`src/rtl/ov5640_seq_pkg.sv`:
```
// Shared types for the OV5640 power-up sequencer: fixed state encoding and
// the microsecond-to-cycle conversion used for all delays.
package ov5640_seq_pkg;

    typedef enum logic [2:0] {
        ST_PWDN  = 3'd0,
        ST_RST   = 3'd1,
        ST_INIT  = 3'd2,
        ST_CFG   = 3'd3,
        ST_READY = 3'd4
    } seq_state_e;

    function automatic int us_to_cycles(input int us, input int mhz);
        return us * mhz;
    endfunction

    function automatic int max2(input int a, input int b);
        if (a > b) begin
            return a;
        end else begin
            return b;
        end
    endfunction

endpackage

```
`src/rtl/ov5640_power_seq_if.sv`:
```
// Sensor pin, SCCB-config handshake and status bundle of the power sequencer.
interface ov5640_power_seq_if;

    logic       reinit;
    logic       cfg_done;
    logic       cam_pwdn;
    logic       cam_rst_n;
    logic       cfg_start;
    logic       cam_ready;
    logic [2:0] seq_state;
    logic       cfg_err;

    modport master (
        input  reinit, cfg_done,
        output cam_pwdn, cam_rst_n, cfg_start, cam_ready, seq_state, cfg_err
    );

    modport slave (
        output reinit, cfg_done,
        input  cam_pwdn, cam_rst_n, cfg_start, cam_ready, seq_state, cfg_err
    );

endinterface

```
`src/rtl/seq_timer.sv`:
```
// Up-counter with synchronous clear that stops at a loadable terminal value
// and flags it; shared by the state delays and the config watchdog.
module seq_timer #(
    parameter int W = 8
) (
    input  logic         clk,
    input  logic         rst,
    input  logic         clr,
    input  logic [W-1:0] tc_val,
    output logic         tc
);

    logic [W-1:0] cnt_r;

    assign tc = (cnt_r == tc_val);

    // Cycle counter: cleared on reset or request, otherwise counts up to tc_val.
    always_ff @(posedge clk) begin
        if (rst) begin
            cnt_r <= '0;
        end else if (clr) begin
            cnt_r <= '0;
        end else if (!tc) begin
            cnt_r <= cnt_r + W'(1);
        end else begin
            cnt_r <= cnt_r;
        end
    end

endmodule

```
`src/rtl/ov5640_power_seq.sv`:
```
// OV5640 power-up sequencer: PWDN -> RESETB -> settle -> SCCB config -> ready.
// Optional config watchdog enabled by defining OV5640_CFG_TIMEOUT_EN.
module ov5640_power_seq
    import ov5640_seq_pkg::*;
#(
    parameter int CLK_FREQ_MHZ   = 24,
    parameter int T_PWDN_US      = 6000,
    parameter int T_RST_US       = 1000,
    parameter int T_INIT_US      = 20000,
    parameter int CFG_TIMEOUT_US = 500000
) (
    input  logic                       clk,
    input  logic                       rst,
    ov5640_power_seq_if.master         bus
);

    localparam int CYC_PWDN = us_to_cycles(T_PWDN_US, CLK_FREQ_MHZ);
    localparam int CYC_RST  = us_to_cycles(T_RST_US, CLK_FREQ_MHZ);
    localparam int CYC_INIT = us_to_cycles(T_INIT_US, CLK_FREQ_MHZ);
    localparam int CYC_TO   = us_to_cycles(CFG_TIMEOUT_US, CLK_FREQ_MHZ);

`ifdef OV5640_CFG_TIMEOUT_EN
    localparam int CYC_MAX = max2(max2(CYC_PWDN, CYC_RST), max2(CYC_INIT, CYC_TO));
`else
    localparam int CYC_MAX = max2(max2(CYC_PWDN, CYC_RST), CYC_INIT);
`endif
    localparam int CW = $clog2(CYC_MAX + 1);

    localparam logic [CW-1:0] TC_PWDN = CW'(CYC_PWDN - 1);
    localparam logic [CW-1:0] TC_RST  = CW'(CYC_RST - 1);
    localparam logic [CW-1:0] TC_INIT = CW'(CYC_INIT - 1);
`ifdef OV5640_CFG_TIMEOUT_EN
    localparam logic [CW-1:0] TC_TO   = CW'(CYC_TO - 1);
`endif

    if (CYC_PWDN <= 0 || CYC_RST <= 0 || CYC_INIT <= 0 || CYC_TO <= 0) begin : g_zero_delay
        $fatal(1, "ov5640_power_seq: every delay must be at least one cycle");
    end

    seq_state_e    state_r, state_s, seq_nxt_s;
    logic          clr_s;
    logic          tc_s;
    logic [CW-1:0] tc_val_s;
    logic          cam_pwdn_r, cam_rst_n_r, cfg_start_r, cam_ready_r;
`ifdef OV5640_CFG_TIMEOUT_EN
    logic          cfg_err_r, err_s, err_nxt_s;
`endif

    seq_timer #(.W(CW)) u_timer (
        .clk    (clk),
        .rst    (rst),
        .clr    (clr_s),
        .tc_val (tc_val_s),
        .tc     (tc_s)
    );

    // Next-state selection; reinit overrides everything, including a timeout.
    always_comb begin
        seq_nxt_s = state_r;
        tc_val_s  = '1;
`ifdef OV5640_CFG_TIMEOUT_EN
        err_nxt_s = cfg_err_r;
`endif
        case (state_r)
            ST_PWDN: begin
                tc_val_s = TC_PWDN;
                if (tc_s) seq_nxt_s = ST_RST; else seq_nxt_s = ST_PWDN;
            end
            ST_RST: begin
                tc_val_s = TC_RST;
                if (tc_s) seq_nxt_s = ST_INIT; else seq_nxt_s = ST_RST;
            end
            ST_INIT: begin
                tc_val_s = TC_INIT;
                if (tc_s) seq_nxt_s = ST_CFG; else seq_nxt_s = ST_INIT;
            end
            ST_CFG: begin
`ifdef OV5640_CFG_TIMEOUT_EN
                tc_val_s = TC_TO;
                if (bus.cfg_done) begin
                    seq_nxt_s = ST_READY;
                end else if (tc_s) begin
                    seq_nxt_s = ST_PWDN;
                    err_nxt_s = 1'b1;
                end else begin
                    seq_nxt_s = ST_CFG;
                end
`else
                if (bus.cfg_done) seq_nxt_s = ST_READY; else seq_nxt_s = ST_CFG;
`endif
            end
            ST_READY: seq_nxt_s = ST_READY;
            default:  seq_nxt_s = ST_PWDN;
        endcase
        if (bus.reinit) state_s = ST_PWDN; else state_s = seq_nxt_s;
`ifdef OV5640_CFG_TIMEOUT_EN
        if (state_s == ST_READY) err_s = 1'b0; else err_s = err_nxt_s;
`endif
        clr_s = bus.reinit || (state_s != state_r);
    end

    // State and pin registers, all decoded from the next state.
    always_ff @(posedge clk) begin
        if (rst) begin
            state_r     <= ST_PWDN;
            cam_pwdn_r  <= 1'b1;
            cam_rst_n_r <= 1'b0;
            cfg_start_r <= 1'b0;
            cam_ready_r <= 1'b0;
        end else begin
            state_r     <= state_s;
            cam_pwdn_r  <= (state_s == ST_PWDN);
            cam_rst_n_r <= (state_s == ST_INIT) || (state_s == ST_CFG) || (state_s == ST_READY);
            cfg_start_r <= (state_s == ST_CFG) && (state_r != ST_CFG);
            cam_ready_r <= (state_s == ST_READY);
        end
    end

`ifdef OV5640_CFG_TIMEOUT_EN
    // Sticky watchdog flag, survives reinit, cleared by rst or reaching READY.
    always_ff @(posedge clk) begin
        if (rst) begin
            cfg_err_r <= 1'b0;
        end else begin
            cfg_err_r <= err_s;
        end
    end
    assign bus.cfg_err = cfg_err_r;
`else
    assign bus.cfg_err = 1'b0;
`endif

    assign bus.cam_pwdn  = cam_pwdn_r;
    assign bus.cam_rst_n = cam_rst_n_r;
    assign bus.cfg_start = cfg_start_r;
    assign bus.cam_ready = cam_ready_r;
    assign bus.seq_state = state_r;

endmodule

```
`src/flat_wrapper.sv`:
```
// flat-port wrapper written by rule: the top's interface ports become plain ports
module ov5640_power_seq_flat import ov5640_seq_pkg::*;
#(
    parameter int CLK_FREQ_MHZ   = 24,
    parameter int T_PWDN_US      = 6000,
    parameter int T_RST_US       = 1000,
    parameter int T_INIT_US      = 20000,
    parameter int CFG_TIMEOUT_US = 500000
)
  (clk, rst, bus_reinit, bus_cfg_done, bus_cam_pwdn, bus_cam_rst_n, bus_cfg_start, bus_cam_ready, bus_seq_state, bus_cfg_err);
  ov5640_power_seq_if bus_i ();
  input  logic clk;
  input  logic rst;
  input wire logic [$bits(bus_i.reinit)-1:0] bus_reinit;
  input wire logic [$bits(bus_i.cfg_done)-1:0] bus_cfg_done;
  output wire logic [$bits(bus_i.cam_pwdn)-1:0] bus_cam_pwdn;
  output wire logic [$bits(bus_i.cam_rst_n)-1:0] bus_cam_rst_n;
  output wire logic [$bits(bus_i.cfg_start)-1:0] bus_cfg_start;
  output wire logic [$bits(bus_i.cam_ready)-1:0] bus_cam_ready;
  output wire logic [$bits(bus_i.seq_state)-1:0] bus_seq_state;
  output wire logic [$bits(bus_i.cfg_err)-1:0] bus_cfg_err;
  assign bus_i.reinit = bus_reinit;
  assign bus_i.cfg_done = bus_cfg_done;
  assign bus_cam_pwdn = bus_i.cam_pwdn;
  assign bus_cam_rst_n = bus_i.cam_rst_n;
  assign bus_cfg_start = bus_i.cfg_start;
  assign bus_cam_ready = bus_i.cam_ready;
  assign bus_seq_state = bus_i.seq_state;
  assign bus_cfg_err = bus_i.cfg_err;
  ov5640_power_seq #(.CLK_FREQ_MHZ(CLK_FREQ_MHZ), .T_PWDN_US(T_PWDN_US), .T_RST_US(T_RST_US), .T_INIT_US(T_INIT_US), .CFG_TIMEOUT_US(CFG_TIMEOUT_US)) u_core (.clk(clk), .rst(rst), .bus(bus_i));
endmodule
```
`config.mk`:
```
export PLATFORM = sky130hd
export DESIGN_NAME = ov5640_power_seq_flat
export DESIGN_NICKNAME = d
export VERILOG_FILES = /design/src/rtl/ov5640_seq_pkg.sv /design/src/rtl/ov5640_power_seq_if.sv /design/src/rtl/seq_timer.sv /design/src/rtl/ov5640_power_seq.sv /design/src/flat_wrapper.sv
export SDC_FILE = /design/constraint.sdc
export NUM_CORES = 1
export LEC_CHECK = 0
export ABC_AREA = 0
export CAP_MARGIN = 20
export CORE_MARGIN = 4
export CORE_UTILIZATION = 45
export DETAILED_ROUTE_END_ITERATION = 10
export DONT_BUFFER_PORTS = 1
export MAX_ROUTING_LAYER = met4
export PLACE_DENSITY = 0.65
export SLEW_MARGIN = 25
export SYNTH_ARGS = -nofsm -noshare
export SYNTH_HDL_FRONTEND = slang
export SYNTH_SLANG_ARGS = --single-unit
```
`constraint.sdc`:
```
create_clock -name clk -period 5.07 [get_ports clk]
set_input_delay 0.507 -clock clk [delete_from_list [all_inputs] [get_ports clk]]
set_output_delay 0.507 -clock clk [all_outputs]
set_load 0.02 [all_outputs]
```
Word level (Yosys, flattened, before mapping)
Index checks and enable logic that the tools add are counted.
{"block": "op_classes", "addsub": 1, "n_mul": 0, "div": 0, "magnitude_cmp": 0, "eq_ne": 10, "n_shift": 0, "muxes": 7, "bitwise_logic": 0, "reduce_logical": 7}
{"cell": "case mux 19 bit (3 select lines)", "count": 1}
{"cell": "adder 19 x 1 -> 19 bit (second input constant)", "count": 1}
{"cell": "equality test 19 bit", "count": 1}
{"cell": "case mux 3 bit (5 select lines)", "count": 1}
{"cell": "equality test 3 x 2 -> 1 bit (second input constant)", "count": 4}
{"cell": "equality test 3 bit (second input constant)", "count": 2}
{"cell": "logical NOT 3 bit", "count": 2}
{"cell": "two-way mux 3 bit", "count": 2}
{"cell": "equality test 3 x 1 -> 1 bit (second input constant)", "count": 1}
{"cell": "logical OR 1 bit", "count": 3}
{"cell": "!= test 3 x 2 -> 1 bit (second input constant)", "count": 1}
{"cell": "!= test 3 bit", "count": 1}
{"cell": "two-way mux 1 bit", "count": 2}
{"cell": "two-way mux 2 bit", "count": 1}
{"cell": "OR reduction 2 bit", "count": 1}
{"cell": "logical AND 1 bit", "count": 1}
{"block": "totals", "regBits": 26, "latchBits": 0, "ram_bits": 0, "romBits": 0, "inputBits": 4, "word_cells": 31, "n_memories": 0}

Logic depth before layout (Yosys ltp)
Gate-level depths: netlist of run 1.
{"block": "logic_depth", "word_depth": 9, "mapped_depth": 9, "depth_no_buf": 6}

Hierarchy
A second synthesis of run 1 with hierarchy kept.
{"block": "unflattened", "hier_cells": 186, "hier_area_um2": 1545.2}
{"mod": "seq_timer", "instances": 1, "cells_per_inst": 138, "area_each_um2": 1156.1, "seq_area_each_um2": 380.4}
{"mod": "ov5640_power_seq", "instances": 1, "cells_per_inst": 48, "area_each_um2": 389.1, "seq_area_each_um2": 140.1}

Worst setup path after synthesis of run 1
Ideal clock, no wire load.
{"block": "synth_timing", "kind": "register to register", "startpoint": "register u_core.state_r[2] (netlist: u_core.bus.seq_state[2])", "endpoint": "register u_core.u_timer.cnt_r[17]", "setup_ns": 0.125, "t_arrival_ns": 2.025, "slack_ns": 2.920, "stages_incl_launch_ff": 10, "n_path_buf": 3, "path_cell_list": "dfxtp_1 buf_4 a21o_1 nand3_1 a2111oi_2 and4bb_4 buf_6 a31o_4 buf_8 a21oi_2"}
{"block": "synth_via", "elab_chain_len": 9, "elab_cells_between_ends": 15, "classes_between": "6 x eq/ne; 6 x mux; 3 x reduce/logical"}
{"item": "start, declared", "line": "ov5640_power_seq.sv:40", "text": "seq_state_e state_r, state_s, seq_nxt_s;"}
{"item": "start signal, assigned", "line": "ov5640_power_seq.sv:111", "text": "state_r <= state_s;"}
{"item": "equality test 3 x 2 -> 1 bit (tied with other cells)", "line": "ov5640_power_seq.sv:64", "text": "case (state_r)"}
{"item": "case mux 19 bit (3 select lines)", "line": "ov5640_power_seq.sv:64"}
{"item": "equality test 19 bit", "line": "seq_timer.sv:15", "text": "assign tc = (cnt_r == tc_val);"}
{"item": "two-way mux 1 bit / two-way mux 2 bit (equally long branches)", "line": "ov5640_power_seq.sv:67, ov5640_power_seq.sv:75, ov5640_power_seq.sv:71"}
{"item": "case mux 3 bit (5 select lines)", "line": "ov5640_power_seq.sv:64"}
{"item": "two-way mux 3 bit", "line": "ov5640_power_seq.sv:95", "text": "if (bus.reinit) state_s = ST_PWDN; else state_s = seq_nxt_s;"}
{"item": "!= test 3 bit", "line": "ov5640_power_seq.sv:99", "text": "clr_s = bus.reinit || (state_s != state_r);"}
{"item": "logical OR 1 bit", "line": "ov5640_power_seq.sv:99"}
{"item": "OR reduction 2 bit (no source line)"}
{"item": "end signal, assigned", "line": "seq_timer.sv:24", "text": "cnt_r <= cnt_r + W'(1);"}
{"item": "end signal, assigned", "line": "seq_timer.sv:26", "text": "cnt_r <= cnt_r;"}
{"item": "end, declared", "line": "seq_timer.sv:13", "text": "logic [W-1:0] cnt_r;"}
Several ways; a longest one is shown, not always the timed one.
A chain may end at the register's enable or synchronous reset.

Worst setup path in the final report of run 1
{"block": "layout_timing", "startpoint": "register u_core.state_r[0] (netlist: u_core.bus.seq_state[0])", "endpoint": "register u_core.u_timer.cnt_r[16]"}
The elaborated chain is that of the path after synthesis.

==> metrics.cfg, run 1 <==
[status]
status=finished clean

[timing]
fin_worst_skew_ns=0.003756
drv_slew=0
final.period_utilization_pct=54.09
rsz0062_at_grt=no
fmax_mhz=364.7
fin_tns_setup_ns=0
fin_crit_ns=2.742
slew_headroom_pct=55.77
worst_slew_pin_slew_ns=0.6625
hold_viol=0
setup_viol=0

[route]
first_pass_iters=4
routedWlPerCell_um=14.73
avgViaCountPerCell=6.110
routed-via-count=1338
totalWireLength_um=3225
first_iter_violations=60
drc=0
antenna_left=0

[floorplan]
die_w_um=66.55
die_area_um2=4429
core-area_um2=3153
die_h_um=66.55
boundaryPins=12
rows=20
start_util_pct=48.93

[synthesis]
synth_top_family_by_area=simple AND/OR/NAND/NOR gates
synthMuxAreaShare_pct=1.298
yosys.area_share.simple_pct=29.76
synthXorXnorAreaFrac_pct=0.5677
yosysSeqAreaShare_pct=33.74
synthArstFlopShare_pct=0
ys_types=48
netlist_instances=183
synth_area_um2=1543
ys.warnings.count=0
synth_area_per_cell_um2=8.430
synth_compound_area_share_pct=24.98
ys_ff_latch=26
syn_nets=188
ys.flop_type=dfxtp_1
synth_edf_count=0
synth_adder_area_share_pct=0.8110

[clock_network]
root_buffer=clkbuf_4
cts_resized=0
cts_tree=built
cts_hold_buffers=0
cts_sinks=26
numCtsBuffers=3
cts_max_path_buffers=2
clock_latency_ns=0.33
postCtsSetupBuffers=0
clk_pin_slew_ns=0.14
htree_num_levels=1

[cells_and_area]
final_area_um2=1531
antenna_cells=0
fillers=326
num-nets-final=181
syn_to_final_growth_pct=-0.7299
drive_above_1_share_pct=13.14

[power]
vdd_drop_max_v=0.00009464
fin_total_pwr_mw=0.3205
internal_power_mw=0.2523
p_sw_share_pct=21.27
p_comb_share_pct=3.0
seqPwrFrac_pct=64.3
leakage_nw=0.4643
p_switching_mw=0.06816
powerDensity_nw_per_um2=209.3
clockPowerShare_pct=32.7

[worst_hold_path]
hold_start=rst
hold-path-endpoint=u_core.bus.seq_state[2]$_SDFF_PP0_
hp-class=in -> reg
holdPathStages=1

[global_routing]
grt_max_degree=44
grt_pass1_wl_um=5513
antenna_found_initial=0
grt_overflow=0
grt_usage_pct=16.56
grt_pass1_vias=1210

[placement]
port_buffers=0
gp_congestion=0.8168
post_dp_cell_area_um2=1495
hpwlAfterDp_um=2321

[worst_setup_path]
reg2reg_slack_ns=2.33
crit_required_ns=5.29
end_kind=register
slowest_delay_ns=0.74
r2r_start=u_core.bus.seq_state[0]$_SDFF_PP0_
crit_fanout=43
cp_slowest_cell=dfxtp_1
timing.rr.end=u_core.u_timer.cnt_r[16]$_SDFFE_PP0P_
arrival_ns=2.96
path_class=reg -> reg
reg2reg_depth=6
cp-start-kind=register
crit_chain=nor3b_2 > mux2i_1 > a2111oi_2 > and4bb_4 > a31o_4 > a21oi_1

[flow_run]
drv_cap=0

registers in the layout, summed over array words and instances (netlist names):
signal                cells
u_core.u_timer.cnt_r     19
u_core.bus.seq_state      3
u_core.bus.cam_pwdn       1
u_core.bus.cam_ready      1
u_core.bus.cam_rst_n      1
u_core.bus.cfg_start      1
critical path: cells and delay by family (launching register included):
kind | cells | cell delay (ns)
flops | 1 | 0.74
mux | 1 | 0.15
compound gates | 3 | 0.81
simple gates | 2 | 0.94
cells in the final DEF (no fill, tap or decap), types with 2 or more instances in the layout:
cell | synthesis | layout
and3_1 | 4 | 4
nor3_1 | 6 | 6
nand3_1 | 11 | 11
nor2_2 | 2 | 2
nor2b_1 | 3 | 3
inv_1 | 7 | 7
nand2_1 | 9 | 9
o31ai_1 | 11 | 11
and4_1 | 2 | 2
mux2i_1 | 2 | 2
nor2_1 | 6 | 6
a31oi_1 | 4 | 4
nand2b_1 | 3 | 3
o21a_1 | 2 | 2
clkbuf_4 | 0 | 3
or4_1 | 9 | 9
nand4_1 | 3 | 3
dfxtp_1 | 26 | 26
a21oi_1 | 13 | 13
o21ai_0 | 2 | 2
o21ai_1 | 9 | 9
or3_1 | 8 | 8
a21oi_2 | 8 | 8
synth_stat cells (all sizes together) (2+ instances only):
master | n | area (um^2)
dfxtp | 26 | 520.5
and3 | 4 | 25.02
clkbuf | 3 | 11.26
buf | 9 | 91.32
nor3 | 6 | 30.03
inv | 8 | 30.03
o21a | 2 | 15.01
or3 | 8 | 50.05
a31o | 2 | 26.28
a31oi | 4 | 25.02
o31ai | 11 | 82.58
or2 | 2 | 12.52
a21oi | 21 | 135.1
nand3 | 11 | 55.05
nand2b | 3 | 18.77
nor2b | 3 | 18.77
and4 | 2 | 17.52
o21ai | 11 | 55.05
or4 | 10 | 78.82
nand2 | 10 | 40.04
nor2 | 8 | 35.03
nand4 | 3 | 18.77
mux2i | 2 | 20.02
power by group through the flow:
stage	Combinational [mW]	Sequential (mW)	Clock, mW
3_3_place_gp	0.00951	0.210	0
5_1_grt	0.0109	0.206	0.118
4_1_cts	0.00983	0.206	0.109
3_5_place_dp	0.00991	0.210	0
2_1_floorplan	0.00995	0.210	0
6_report	0.00973	0.206	0.105
routing by layer:
layer  up-vias  routed length [um]  GRT usage [%]
met2        23                1556          26.98
met4         0                  64          6.599
met1       635                1473          20.18
met3         7                 131          3.035
met5         -                   0              -
li1        673                   -              -
cells by family (layout without fill, tap and decap cells):
family	after synthesis	in the layout
compound gates	56	56
xor+xnor	1	1
mux	2	2
buf+inv	20	12
fa+ha+maj	1	1
simple gates	76	76
other cells	1	1
flops	26	26
layout make-up:
| type | instances | area, um^2 | area share [%] |
|---|---|---|---|
| multi-input cells | 137 | 889.6 | 58.09 |
| flip-flops and latches | 26 | 520.5 | 33.99 |
| well taps | 44 | 55.05 | 3.595 |
| clock buffers | 4 | 36.28 | 2.369 |
| inverters | 8 | 30.03 | 1.961 |
metrics by stage:
step	instances	utilization, %	hold WS, ns	setup slack, ns
after floorplan	183	-	0.4597	2.920
after global placement	215	47.42	0.4742	2.430
after detailed placement	215	47.42	0.4857	2.334
after CTS	219	48.57	0.2188	2.309
after global routing	219	48.57	0.1970	2.100
final	219	48.57	0.2352	2.328
worst max-delay path by stage:
stage | from | to | slack [ns] | cells past startpoint
3_3_place_gp | u_core.bus.seq_state[0]$_SDFF_PP0_ | u_core.u_timer.cnt_r[16]$_SDFFE_PP0P_ | 2.43 | 6
6_report | u_core.bus.seq_state[0]$_SDFF_PP0_ | u_core.u_timer.cnt_r[16]$_SDFFE_PP0P_ | 2.33 | 6
4_1_cts | u_core.bus.seq_state[0]$_SDFF_PP0_ | u_core.u_timer.cnt_r[13]$_SDFFE_PP0P_ | 2.31 | 6
3_5_place_dp | u_core.bus.seq_state[0]$_SDFF_PP0_ | u_core.u_timer.cnt_r[13]$_SDFFE_PP0P_ | 2.33 | 6
2_1_floorplan | u_core.bus.seq_state[2]$_SDFF_PP0_ | u_core.u_timer.cnt_r[17]$_SDFFE_PP0P_ | 2.92 | 9
5_1_grt | u_core.bus.seq_state[0]$_SDFF_PP0_ | u_core.u_timer.cnt_r[13]$_SDFFE_PP0P_ | 2.10 | 6
(Power assumes the default switching activity.)
==> run 2, diff against run 1 <==
clock period = 2.9 ns   (was 5.07 ns; I/O delays follow)
==> run 2 against run 1 <==
Net effect:
- core utilization is 2.3 points higher
- via count is 3.0% higher
- cell area is 4.7% higher
- clock power is 150% higher
- non-clock buffer count is 6 higher
- sequential cell count stayed put
- wire length is 6.6% higher
- critical path depth stayed put
- clock skew is 0.0010 ns lower
==> metrics.cfg, run 2 (synthesized netlist as in run 1, its figures left out) <==
[status]
status=finished clean  ; unchanged

[timing]
setup_viol=0  ; unchanged
final.period_utilization_pct=89.28  ; was 54.09%
fin_worst_skew_ns=0.002734  ; was 0.003756 ns
drv_slew=0  ; unchanged
rsz0062_at_grt=no  ; unchanged
hold_viol=0  ; unchanged
fin_tns_setup_ns=0  ; unchanged
slew_headroom_pct=59.90  ; was 55.77%
fmax_mhz=386.2  ; was 364.7 MHz
fin_crit_ns=2.589  ; was 2.742 ns
worst_slew_pin_slew_ns=0.6006  ; was 0.6625 ns

[cells_and_area]
regMostFlops=u_core.u_timer.cnt_r  ; unchanged
largest_reg_flops=19  ; unchanged
drive_above_1_share_pct=13.81  ; was 13.14%
syn_to_final_growth_pct=3.893  ; was -0.7299%
final_common_cell=dfxtp_1  ; unchanged
final_cell_count_no_fill=225  ; was 219
antenna_cells=0  ; unchanged
fillers=321  ; was 326
layout_common_cells=26 x dfxtp_1, 13 x a21oi_1, 11 x nand3_1, 11 x o31ai_1  ; unchanged
num-nets-final=187  ; was 181

[clock_network]
clock_latency_ns=0.34  ; was 0.33 ns
htree_num_levels=1  ; unchanged
clk_pin_slew_ns=0.15  ; was 0.14 ns
cts_sinks=26  ; unchanged
root_buffer=clkbuf_4  ; unchanged
cts_resized=0  ; unchanged
cts_max_path_buffers=2  ; unchanged
numCtsBuffers=3  ; unchanged
cts_tree=built  ; unchanged

[worst_setup_path]
r2r_start=u_core.bus.seq_state[2]$_SDFF_PP0_  ; was u_core.bus.seq_state[0]$_SDFF_PP0_
crit_start=u_core.bus.seq_state[2]$_SDFF_PP0_  ; was u_core.bus.seq_state[0]$_SDFF_PP0_
reg2reg_depth=6  ; unchanged
timing.rr.end=u_core.u_timer.cnt_r[14]$_SDFFE_PP0P_  ; was u_core.u_timer.cnt_r[16]$_SDFFE_PP0P_
slowest_delay_ns=0.73  ; was 0.74 ns
worstSetupPathDepth=6  ; unchanged
reg2reg_slack_ns=0.31  ; was 2.33 ns
cp_slowest_cell=dfxtp_1  ; unchanged
crit_required_ns=3.14  ; was 5.29 ns
path_class=reg -> reg  ; unchanged
crit_end=u_core.u_timer.cnt_r[14]$_SDFFE_PP0P_  ; was u_core.u_timer.cnt_r[16]$_SDFFE_PP0P_
cp-start-kind=register  ; unchanged
arrival_ns=2.83  ; was 2.96 ns
crit_fanout=43  ; unchanged
critPathTopFamily=compound AO/OA/AOI/OAI gates  ; was simple AND/OR/NAND/NOR gates
critPathBufInv=0  ; unchanged
crit_chain=a21o_1 > nand3_1 > a2111oi_2 > and4bb_4 > a31o_4 > a21oi_1  ; was nor3b_2 > mux2i_1 > a2111oi_2 > and4bb_4 > a31o_4 > a21oi_1
end_kind=register  ; unchanged

[global_routing]
grt_pass1_vias=1279  ; was 1210
grt_usage_pct=17.22  ; was 16.56%
grt_overflow=0  ; unchanged
grt_pass1_wl_um=5713  ; was 5513 um
antenna_found_initial=0  ; unchanged
grt_max_degree=44  ; unchanged

[placement]
port_buffers=0  ; unchanged
dp_cells=217  ; was 215
gp_congestion=0.8052  ; was 0.8168
hpwlAfterDp_um=2442  ; was 2321 um

[power]
p_switching_mw=0.1338  ; was 0.06816 mW
vdd_drop_max_v=0.0002643  ; was 0.00009464 V
clockPowerShare_pct=40.7  ; was 32.7%
internal_power_mw=0.5062  ; was 0.2523 mW
p_comb_share_pct=3.0  ; about the same
leakage_nw=0.5045  ; was 0.4643 nW
p_sw_share_pct=20.90  ; was 21.27%
seqPwrFrac_pct=56.3  ; was 64.3%
powerDensity_nw_per_um2=399.3  ; was 209.3 nW/um^2

[route]
avgViaCountPerCell=6.124  ; was 6.110
antenna_left=0  ; unchanged
first_iter_violations=73  ; was 60
drc=0  ; unchanged
routedWlPerCell_um=15.28  ; was 14.73 um
routed-via-count=1378  ; was 1338
first_pass_iters=5  ; was 4
totalWireLength_um=3439  ; was 3225 um

[floorplan]
boundaryPins=12  ; unchanged
die_w_um=66.55  ; unchanged
core-area_um2=3153  ; unchanged
die_area_um2=4429  ; unchanged
rows=20  ; unchanged
start_util_pct=48.93  ; unchanged
die_h_um=66.55  ; unchanged

[worst_hold_path]
hp-class=in -> reg  ; unchanged

[flow_run]
drv_cap=0  ; unchanged

run 2: area by class of cell:
| type | instances | area (um^2) | area share, % |
|---|---|---|---|
| well taps | 44 | 55.05 | 3.435 |
| inverters | 8 | 30.03 | 1.874 |
| clock inverters | 1 | 30.03 | 1.874 |
| multi-input cells | 137 | 889.6 | 55.50 |
| clock buffers | 3 | 22.52 | 1.405 |
| repair buffers | 6 | 55.05 | 3.435 |
| flip-flops and latches | 26 | 520.5 | 32.47 |
run 2: power by group through the flow:
stage	Combinational, mW	Sequential, mW	Clock, mW
final	0.0193	0.360	0.260
after global routing	0.0213	0.361	0.279
after CTS	0.0182	0.360	0.268
after detailed placement	0.0171	0.368	0
after global placement	0.0165	0.368	0
after floorplan	0.0174	0.368	0
run 2: per-stage QoR:
step | utilization [%] | worst slack [ns] | cell area (um^2) | total power [mW] | hold slack (ns)
after detailed placement | 47.90 | 0.3324 | 1510 | 0.3850 | 0.3695
after floorplan | - | 0.7495 | 1543 | 0.3849 | 0.3668
after global placement | 47.90 | 0.4318 | 1510 | 0.3842 | 0.3679
final | 50.83 | 0.3108 | 1603 | 0.6399 | 0.1104
after CTS | 50.20 | 0.3047 | 1583 | 0.6467 | 0.0009539
after global routing | 50.83 | 0.1343 | 1603 | 0.6614 | 0.1016
run 2: worst min path at each step:
stage / startpoint / to / slack, ns / cells past startpoint
after global routing: rst / u_core.bus.seq_state[0]$_SDFF_PP0_ / 0.10 / 2
after detailed placement: rst / u_core.bus.seq_state[2]$_SDFF_PP0_ / 0.37 / 1
final: rst / u_core.bus.seq_state[0]$_SDFF_PP0_ / 0.11 / 2
after global placement: rst / u_core.bus.seq_state[2]$_SDFF_PP0_ / 0.37 / 1
after CTS: rst / u_core.bus.cam_ready$_SDFF_PP0_ / 0.001 / 1
after floorplan: rst / u_core.bus.cam_ready$_SDFF_PP0_ / 0.37 / 1
run 2: metal layers:
metal / part of all wire, % / vias to the layer above / GRT usage [%]
met2: 48 / 28 / 28.84
met3: 4.1 / 7 / 4.047
met1: 46 / 658 / 20.10
li1: - / 685 / -
met4: 1.9 / 0 / 6.091
met5: 0 / - / -
run 2: what timing repair did:
action	4_1_cts	5_1_grt
hold buffers	2	2
buffers inserted	0	0
hold endpoints to repair	1	1
